$ cat src/rtl/freelist_ctrl.sv
// freelist_ctrl: physical-register free list for a 4-wide rename stage.
// Circular FIFO of free preg numbers with head (allocate), tail (release)
// and arch_head (committed allocations) pointers. A flush snaps head back
// to the committed position in one cycle.
// Optional build macro FL_CHECK_EN adds a sticky fl_err consistency flag.
module freelist_ctrl #(
  parameter int PRF_WIDTH = 6,
  parameter int NUM_AREG  = 32
) (
  input  logic                 clk,
  input  logic                 rst,
  input  logic [3:0]           alloc_req,
  output logic                 alloc_gnt,
  output logic [PRF_WIDTH-1:0] instr0_prd,
  output logic [PRF_WIDTH-1:0] instr1_prd,
  output logic [PRF_WIDTH-1:0] instr2_prd,
  output logic [PRF_WIDTH-1:0] instr3_prd,
  input  logic [3:0]           rel_vld,
  input  logic [PRF_WIDTH-1:0] rel_preg0,
  input  logic [PRF_WIDTH-1:0] rel_preg1,
  input  logic [PRF_WIDTH-1:0] rel_preg2,
  input  logic [PRF_WIDTH-1:0] rel_preg3,
  input  logic [3:0]           cmt_alloc,
  input  logic                 flush,
  output logic [PRF_WIDTH:0]   free_cnt
`ifdef FL_CHECK_EN
  ,
  output logic                 fl_err
`endif
);

  localparam int DEPTH    = 1 << PRF_WIDTH;
  localparam int NUM_FREE = DEPTH - NUM_AREG;

  function automatic logic [2:0] popcnt4(input logic [3:0] v);
    popcnt4 = {2'b0, v[0]} + {2'b0, v[1]} + {2'b0, v[2]} + {2'b0, v[3]};
  endfunction

  logic [PRF_WIDTH-1:0] fifo_q [DEPTH];
  logic [PRF_WIDTH-1:0] head_q, head_d;
  logic [PRF_WIDTH-1:0] tail_q, tail_d;
  logic [PRF_WIDTH-1:0] arch_q, arch_d;

  logic [2:0] n_a, n_r, n_c;
  logic [PRF_WIDTH-1:0] rel_arr [4];
  logic [PRF_WIDTH-1:0] wr_idx  [4];
  logic [PRF_WIDTH-1:0] prd     [4];

  assign n_a = popcnt4(alloc_req);
  assign n_r = popcnt4(rel_vld);
  assign n_c = popcnt4(cmt_alloc);

  assign rel_arr[0] = rel_preg0;
  assign rel_arr[1] = rel_preg1;
  assign rel_arr[2] = rel_preg2;
  assign rel_arr[3] = rel_preg3;

  // Occupancy never exceeds NUM_FREE (< DEPTH), so a plain pointer difference is unambiguous.
  assign free_cnt  = {1'b0, tail_q - head_q};
  assign alloc_gnt = ((PRF_WIDTH+1)'(n_a) <= free_cnt) && !flush;

  // Per-slot compaction: a requesting slot takes the entry offset by the number of requesters below it.
  for (genvar gi = 0; gi < 4; gi++) begin : g_slot
    localparam logic [3:0] LOWER = 4'((1 << gi) - 1);
    logic [2:0] rd_rank;
    logic [2:0] wr_rank;
    assign rd_rank    = popcnt4(alloc_req & LOWER);
    assign wr_rank    = popcnt4(rel_vld & LOWER);
    assign prd[gi]    = alloc_req[gi] ? fifo_q[head_q + PRF_WIDTH'(rd_rank)] : '0;
    assign wr_idx[gi] = tail_q + PRF_WIDTH'(wr_rank);
  end

  assign instr0_prd = prd[0];
  assign instr1_prd = prd[1];
  assign instr2_prd = prd[2];
  assign instr3_prd = prd[3];

  // Pointer next-state: flush restores head to the committed point, including this cycle's commits.
  always_comb begin
    arch_d = arch_q + PRF_WIDTH'(n_c);
    tail_d = tail_q + PRF_WIDTH'(n_r);
    if (flush) begin
      head_d = arch_d;
    end else if (alloc_gnt) begin
      head_d = head_q + PRF_WIDTH'(n_a);
    end else begin
      head_d = head_q;
    end
  end

  // Pointer registers; reset leaves the upper half of the register file free.
  always_ff @(posedge clk) begin
    if (rst) begin
      head_q <= '0;
      arch_q <= '0;
      tail_q <= PRF_WIDTH'(NUM_FREE);
    end else begin
      head_q <= head_d;
      arch_q <= arch_d;
      tail_q <= tail_d;
    end
  end

  // Free-list storage: reset preloads the unmapped pregs, releases append at tail in slot order.
  always_ff @(posedge clk) begin
    if (rst) begin
      for (int e = 0; e < DEPTH; e++) begin
        fifo_q[e] <= (e < NUM_FREE) ? PRF_WIDTH'(e + NUM_AREG) : '0;
      end
    end else begin
      for (int k = 0; k < 4; k++) begin
        if (rel_vld[k]) begin
          fifo_q[wr_idx[k]] <= rel_arr[k];
        end
      end
    end
  end

`ifdef FL_CHECK_EN
  logic                 fl_err_q;
  logic [PRF_WIDTH-1:0] arch_gap;
  logic                 chk_over, chk_arch, chk_dup;

  assign arch_gap = head_q - arch_q;

  // Consistency checks: overfill, commits outrunning allocation, release of the preg at the head.
  always_comb begin
    chk_over = ((PRF_WIDTH+2)'(free_cnt) + (PRF_WIDTH+2)'(n_r)) > (PRF_WIDTH+2)'(NUM_FREE);
    chk_arch = PRF_WIDTH'(n_c) > arch_gap;
    chk_dup  = 1'b0;
    for (int k = 0; k < 4; k++) begin
      if (rel_vld[k] && (rel_arr[k] < PRF_WIDTH'(NUM_AREG)) &&
          (rel_arr[k] == fifo_q[head_q]) && (free_cnt != '0)) begin
        chk_dup = 1'b1;
      end
    end
  end

  // Sticky error flag, cleared only by reset.
  always_ff @(posedge clk) begin
    if (rst) begin
      fl_err_q <= 1'b0;
    end else if (chk_over || chk_arch || chk_dup) begin
      fl_err_q <= 1'b1;
    end
  end

  assign fl_err = fl_err_q;
`endif

endmodule
$ cat config.mk
export PLATFORM = sky130hd
export DESIGN_NAME = freelist_ctrl
export DESIGN_NICKNAME = d
export VERILOG_FILES = /design/src/rtl/freelist_ctrl.sv
export SDC_FILE = /design/constraint.sdc
export NUM_CORES = 2
export LEC_CHECK = 0
export ABC_AREA = 0
export CORE_UTILIZATION = 32
export DETAILED_ROUTE_END_ITERATION = 16
export PLACE_DENSITY = 0.56
export SLEW_MARGIN = 20
export SYNTH_ARGS = -nofsm -noshare
export SYNTH_HDL_FRONTEND = slang
export SYNTH_SLANG_ARGS = --single-unit
export TNS_END_PERCENT = 5
$ cat constraint.sdc
create_clock -name clk -period 4.5 [get_ports clk]
set_input_delay 0.9 -clock clk [delete_from_list [all_inputs] [get_ports clk]]
set_output_delay 0.9 -clock clk [all_outputs]
set_load 0.02 [all_outputs]
==> report_table.html <==
<table>
<tr><th>Metric</th><th>Value</th></tr>
<tr><th colspan="2">Power</th></tr>
<tr><td>Switch share</td><td>0.4351</td></tr>
<tr><td>Pwr/cell area</td><td>455.0 nW/um^2</td></tr>
<tr><td>Switching power</td><td>10.03 mW</td></tr>
<tr><td>Clock power share</td><td>0.174</td></tr>
<tr><td>Cell internal pwr</td><td>roughly 13 mW</td></tr>
<tr><td>Part of the total power dissipated in sequential elements</td><td>0.232</td></tr>
<tr><td>Combinational group share of total power</td><td>0.593</td></tr>
<tr><td>Leak pwr</td><td>approximately 17 nW</td></tr>
<tr><td>Peak supply drop</td><td>a little under 0.3 mV</td></tr>
<tr><td>Total chip power</td><td>23.06 mW</td></tr>
<tr><th colspan="2">Yosys</th></tr>
<tr><td>Total number of yosys warnings</td><td>0</td></tr>
<tr><td>Proportion of synthesized flip-flops having asynchronous set or reset</td><td>0</td></tr>
<tr><td>Cell with the most instances after synthesis</td><td>sky130_fd_sc_hd__nand2_1</td></tr>
<tr><td>Largest cells by area after synthesis</td><td>sky130_fd_sc_hd__edfxtp_1 28%, sky130_fd_sc_hd__mux4_2 23%, sky130_fd_sc_hd__nand2_1 5.8%</td></tr>
<tr><td>Post-Synthesis Mean Instance Area</td><td>9.535 sq um</td></tr>
<tr><td>Share of Yosys cell area claimed by the top area cell type</td><td>0.2770</td></tr>
<tr><td>Commonest cells post-synth</td><td>645 x sky130_fd_sc_hd__nand2_1, 421 x sky130_fd_sc_hd__mux4_2, 395 x sky130_fd_sc_hd__nor2_1</td></tr>
<tr><td>Number of distinct standard cells referenced by the synthesized netlist</td><td>103</td></tr>
<tr><td>Mapped Area</td><td>41620 sq um</td></tr>
<tr><td>Number of nets produced by synthesis</td><td>around 4.5k</td></tr>
<tr><td>Post-synthesis instance total</td><td>4365</td></tr>
<tr><td>Fraction of the yosys area taken by sequential cells</td><td>0.2886</td></tr>
<tr><td>Number of enable flip-flop cells after synthesis</td><td>384</td></tr>
<tr><td>Seq cells post-synth</td><td>slightly above 400</td></tr>
<tr><td>Synth Flop Type</td><td>sky130_fd_sc_hd__edfxtp_1</td></tr>
<tr><td>Most area-hungry cell type in the Yosys netlist</td><td>sky130_fd_sc_hd__edfxtp_1</td></tr>
<tr><th colspan="2">STA</th></tr>
<tr><td>Final-report hold violation count</td><td>0</td></tr>
<tr><td>Time the final worst path needs with I/O delays and setup</td><td>5.189 ns</td></tr>
<tr><td>Least-Margin Pin Slew</td><td>1.210 ns</td></tr>
<tr><td>Crit share post-route</td><td>1.153</td></tr>
<tr><td>Total count of max-transition violations in the final report</td><td>0</td></tr>
<tr><td>Final-report setup violation count</td><td>13</td></tr>
<tr><td>Clock Skews</td><td>0.06193 ns</td></tr>
<tr><td>Fmax</td><td>192.7 MHz</td></tr>
<tr><td>Summed negative setup slack over all endpoints</td><td>-7.696 ns</td></tr>
<tr><td>Headroom to the max-slew limit</td><td>0.1922</td></tr>
<tr><td>Unrepaired setup endpoints after global routing</td><td>yes</td></tr>
<tr><td>Min setup slack post-route</td><td>-0.6892 ns</td></tr>
<tr><th colspan="2">Final layout</th></tr>
<tr><td>Total Nets Final</td><td>4781</td></tr>
<tr><td>Area Overhead vs Synth</td><td>21.78%</td></tr>
<tr><td>Non-Filler Instances</td><td>6478</td></tr>
<tr><td>Share of layout cells above drive strength 1</td><td>0.3010</td></tr>
<tr><td>Filler Cells Inserted</td><td>around 13k</td></tr>
<tr><th colspan="2">Floorplan</th></tr>
<tr><td>Area of the core</td><td>128300 sq um</td></tr>
<tr><td>Die W</td><td>362.6 microns</td></tr>
<tr><td>Initial Util</td><td>0.3243</td></tr>
<tr><td>Full die area</td><td>131500 sq um</td></tr>
<tr><td>Die Ht</td><td>362.6 microns</td></tr>
<tr><td>Number of I/O pins</td><td>71</td></tr>
<tr><td>Core Rows</td><td>131</td></tr>
<tr><th colspan="2">Global route</th></tr>
<tr><td>Largest net degree at the start of global routing</td><td>between 60 and 70</td></tr>
<tr><td>Total Routing Usage GR</td><td>0.3510</td></tr>
<tr><td>Global-route congestion overflow total</td><td>0</td></tr>
<tr><td>Number of antenna violations at the first check in global routing</td><td>20</td></tr>
<tr><td>Global-route wire length before repair</td><td>324.6 mm</td></tr>
<tr><td>Number of global-route vias before repair</td><td>40.29k</td></tr>
<tr><th colspan="2">Critical path</th></tr>
<tr><td>Cell type group with the largest total delay on the critical path</td><td>adder cells</td></tr>
<tr><td>CP Cell Sequence</td><td>buf_8 -&gt; fa_2 -&gt; ha_4 -&gt; fa_4 -&gt; buf_12 -&gt; buf_16 -&gt; buf_12 -&gt; mux4_2 -&gt; nand2_1 -&gt; nand3_1 -&gt; a32oi_1 -&gt; o211ai_1 -&gt; buf_4</td></tr>
<tr><td>Highest net fanout along the worst path</td><td>14</td></tr>
<tr><td>Slowest library cell on the worst path</td><td>sky130_fd_sc_hd__fa_4</td></tr>
<tr><td>Largest stage delay on the critical path</td><td>0.90 ns</td></tr>
<tr><td>Crit-path most repeated cell</td><td>sky130_fd_sc_hd__buf_12</td></tr>
<tr><td>Buffers &amp; Inverters on Critical Path</td><td>5</td></tr>
<tr><td>Critical Path RT</td><td>3.60 ns</td></tr>
<tr><td>Setup crit start kind</td><td>input port</td></tr>
<tr><td>Kind of critical path</td><td>in -&gt; out</td></tr>
<tr><td>Type of destination of the critical path</td><td>output port</td></tr>
<tr><td>Data arrival time of the critical path</td><td>around 4.3 ns</td></tr>
<tr><td>Cell depth of the worst flop-to-flop path</td><td>10</td></tr>
<tr><td>Cell depth of the worst setup path</td><td>13</td></tr>
<tr><th colspan="2">Flow run</th></tr>
<tr><td>Number of maximum-capacitance violations</td><td>0</td></tr>
<tr><th colspan="2">Routing</th></tr>
<tr><td>Via density</td><td>~7</td></tr>
<tr><td>Routed Wire Length</td><td>237.5 mm</td></tr>
<tr><td>Total via count after detailed routing</td><td>roughly 45k</td></tr>
<tr><td>Iter 0 DRT Violations</td><td>about 8.7k</td></tr>
<tr><td>Per-cell routed wire length</td><td>36.67 microns</td></tr>
<tr><td>Post-route DRC violation count</td><td>0</td></tr>
<tr><td>First-pass detailed-route iteration total</td><td>8</td></tr>
<tr><td>Antenna violation net count after detailed routing</td><td>0</td></tr>
<tr><th colspan="2">Clock tree</th></tr>
<tr><td>Number of buffers created by CTS</td><td>48</td></tr>
<tr><td>Clock tree buffer depth</td><td>3</td></tr>
<tr><td>Clock tree from TritonCTS</td><td>built</td></tr>
<tr><td>Worst-path clk slew</td><td>approximately 0.06 ns</td></tr>
<tr><td>Worst-Skew Late Latency</td><td>0.67 ns</td></tr>
<tr><td>CTS H-tree depth</td><td>2</td></tr>
<tr><td>Hold buffer count at CTS</td><td>0</td></tr>
<tr><td>Root Driver</td><td>sky130_fd_sc_hd__clkbuf_16</td></tr>
<tr><td>Count of clock tree sinks</td><td>408</td></tr>
<tr><th colspan="2">Placed design</th></tr>
<tr><td>Post-detailed-placement half-perimeter wirelength</td><td>176.9 mm</td></tr>
<tr><td>Worst setup slack after placement</td><td>-1.753 ns</td></tr>
<tr><td>Cell count after placement</td><td>6361</td></tr>
<tr><td>Routability cong.</td><td>1.093</td></tr>
<tr><td>Port Buf Inserts</td><td>69</td></tr>
<tr><th colspan="2">Hold path</th></tr>
<tr><td>Hold Path Stages</td><td>2</td></tr>
<tr><td>Tightest Hold Check Type</td><td>reg -&gt; reg</td></tr>
<tr><th colspan="2">Outcome</th></tr>
<tr><td>Violated checks</td><td>setup timing</td></tr>
<tr><td>Status</td><td>finished with violations</td></tr>
</table>
path summary, 6_finish.rpt:
kind | endpoint | start | slack [ns]
worst max-delay path | instr3_prd[5] | alloc_req[1] | -0.69
worst min-delay path | arch_q[5] | arch_q[5] | 0.51
worst max register to register | fifo_q[8][2] | tail_q[4] | 0.47
worst min register to register | arch_q[5] | arch_q[5] | 0.51
tightest hold or removal path: cells and delay by family (launching register included):
family	cells	cell delay [ns]
XOR/XNOR	1	0.08
flip-flops	1	0.32
AND/OR/NAND/NOR	1	0.08
cell families (layout without fill, tap and decap cells):
| family | after synthesis | count (layout) | share of synthesized area |
|---|---|---|---|
| flops | 408 | 408 | 0.2886 |
| simple gates | 1652 | 1652 | 0.1774 |
| compound gates | 1171 | 1171 | 0.1977 |
| xor+xnor | 41 | 41 | 0.01046 |
| other cells | 1 | 19 | 0.00009010 |
| mux | 539 | 539 | 0.2574 |
| fa+ha+maj | 50 | 50 | 0.01720 |
| buf+inv | 503 | 869 | 0.05122 |
cells in the final DEF, fill, tap and decap left out, types with 73 or more instances in the layout:
cell type | Yosys | layout
sky130_fd_sc_hd__nor2_1 | 395 | 385
sky130_fd_sc_hd__nor3_1 | 176 | 174
sky130_fd_sc_hd__nand2_1 | 645 | 641
sky130_fd_sc_hd__o21ai_0 | 165 | 160
sky130_fd_sc_hd__a31oi_1 | 125 | 122
sky130_fd_sc_hd__edfxtp_1 | 384 | 384
sky130_fd_sc_hd__mux2i_1 | 90 | 85
sky130_fd_sc_hd__o211ai_1 | 93 | 93
sky130_fd_sc_hd__o22ai_1 | 111 | 111
sky130_fd_sc_hd__a21oi_1 | 183 | 182
sky130_fd_sc_hd__nand3_1 | 230 | 226
sky130_fd_sc_hd__mux4_2 | 421 | 421
sky130_fd_sc_hd__buf_4 | 20 | 597
sky130_fd_sc_hd__a211oi_1 | 87 | 87
sky130_fd_sc_hd__buf_12 | 0 | 73
metrics by stage:
stage	utilization	instance area, sq um	hold slack (ns)
3_3_place_gp	0.3772	48410	0.4953
3_5_place_dp	0.3772	48410	0.5007
4_1_cts	0.3929	50420	0.5186
2_1_floorplan	-	41660	0.4726
6_report	0.3949	50690	0.5118
5_1_grt	0.3947	50650	0.5478
layout make-up:
class,instances,area (sq um),share of cell area
antenna,18,45.04,0.0008887
inverter,36,135.1,0.002666
clock inverter,33,341.6,0.006739
timing repair buffer,744,6731,0.1328
clock buffer,56,1231,0.02429
sequential,408,12020,0.2372
multi-input combinational,3454,28020,0.5528
tap,1729,2163,0.04268
layer usage:
metal / track usage / up-vias / wire length, microns
met5: 0 / - / 69
met4: 0.1950 / 10 / 16760
met3: 0.1642 / 847 / 41640
met2: 0.4764 / 4163 / 92700
met1: 0.4544 / 21490 / 86370
li1: - / 18003 / -
sequential cells by signal, summed over array words and instances, names as in the netlist, named ones only:
signal / cells
arch_q: 6
tail_q: 6
head_q: 6
fifo_q: 384
power by group through the flow:
stage | combinational (mW) | sequential [mW] | clock (mW)
global route | 14.1 | 5.32 | 4.15
finish | 13.7 | 5.36 | 4.02
detailed placement | 12.5 | 5.32 | 0
floorplan | 7.84 | 4.76 | 0
global placement | 12.5 | 5.31 | 0
CTS | 13.1 | 5.24 | 4.02
repair_timing:
item	4_1_cts	5_1_grt
setup endpoints to repair	21	23
setup buffers	6	7
gates resized for setup	155	39
gates cloned	4	2
pin swaps	33	29
No activity file was read; power rests on OpenSTA's default activity.
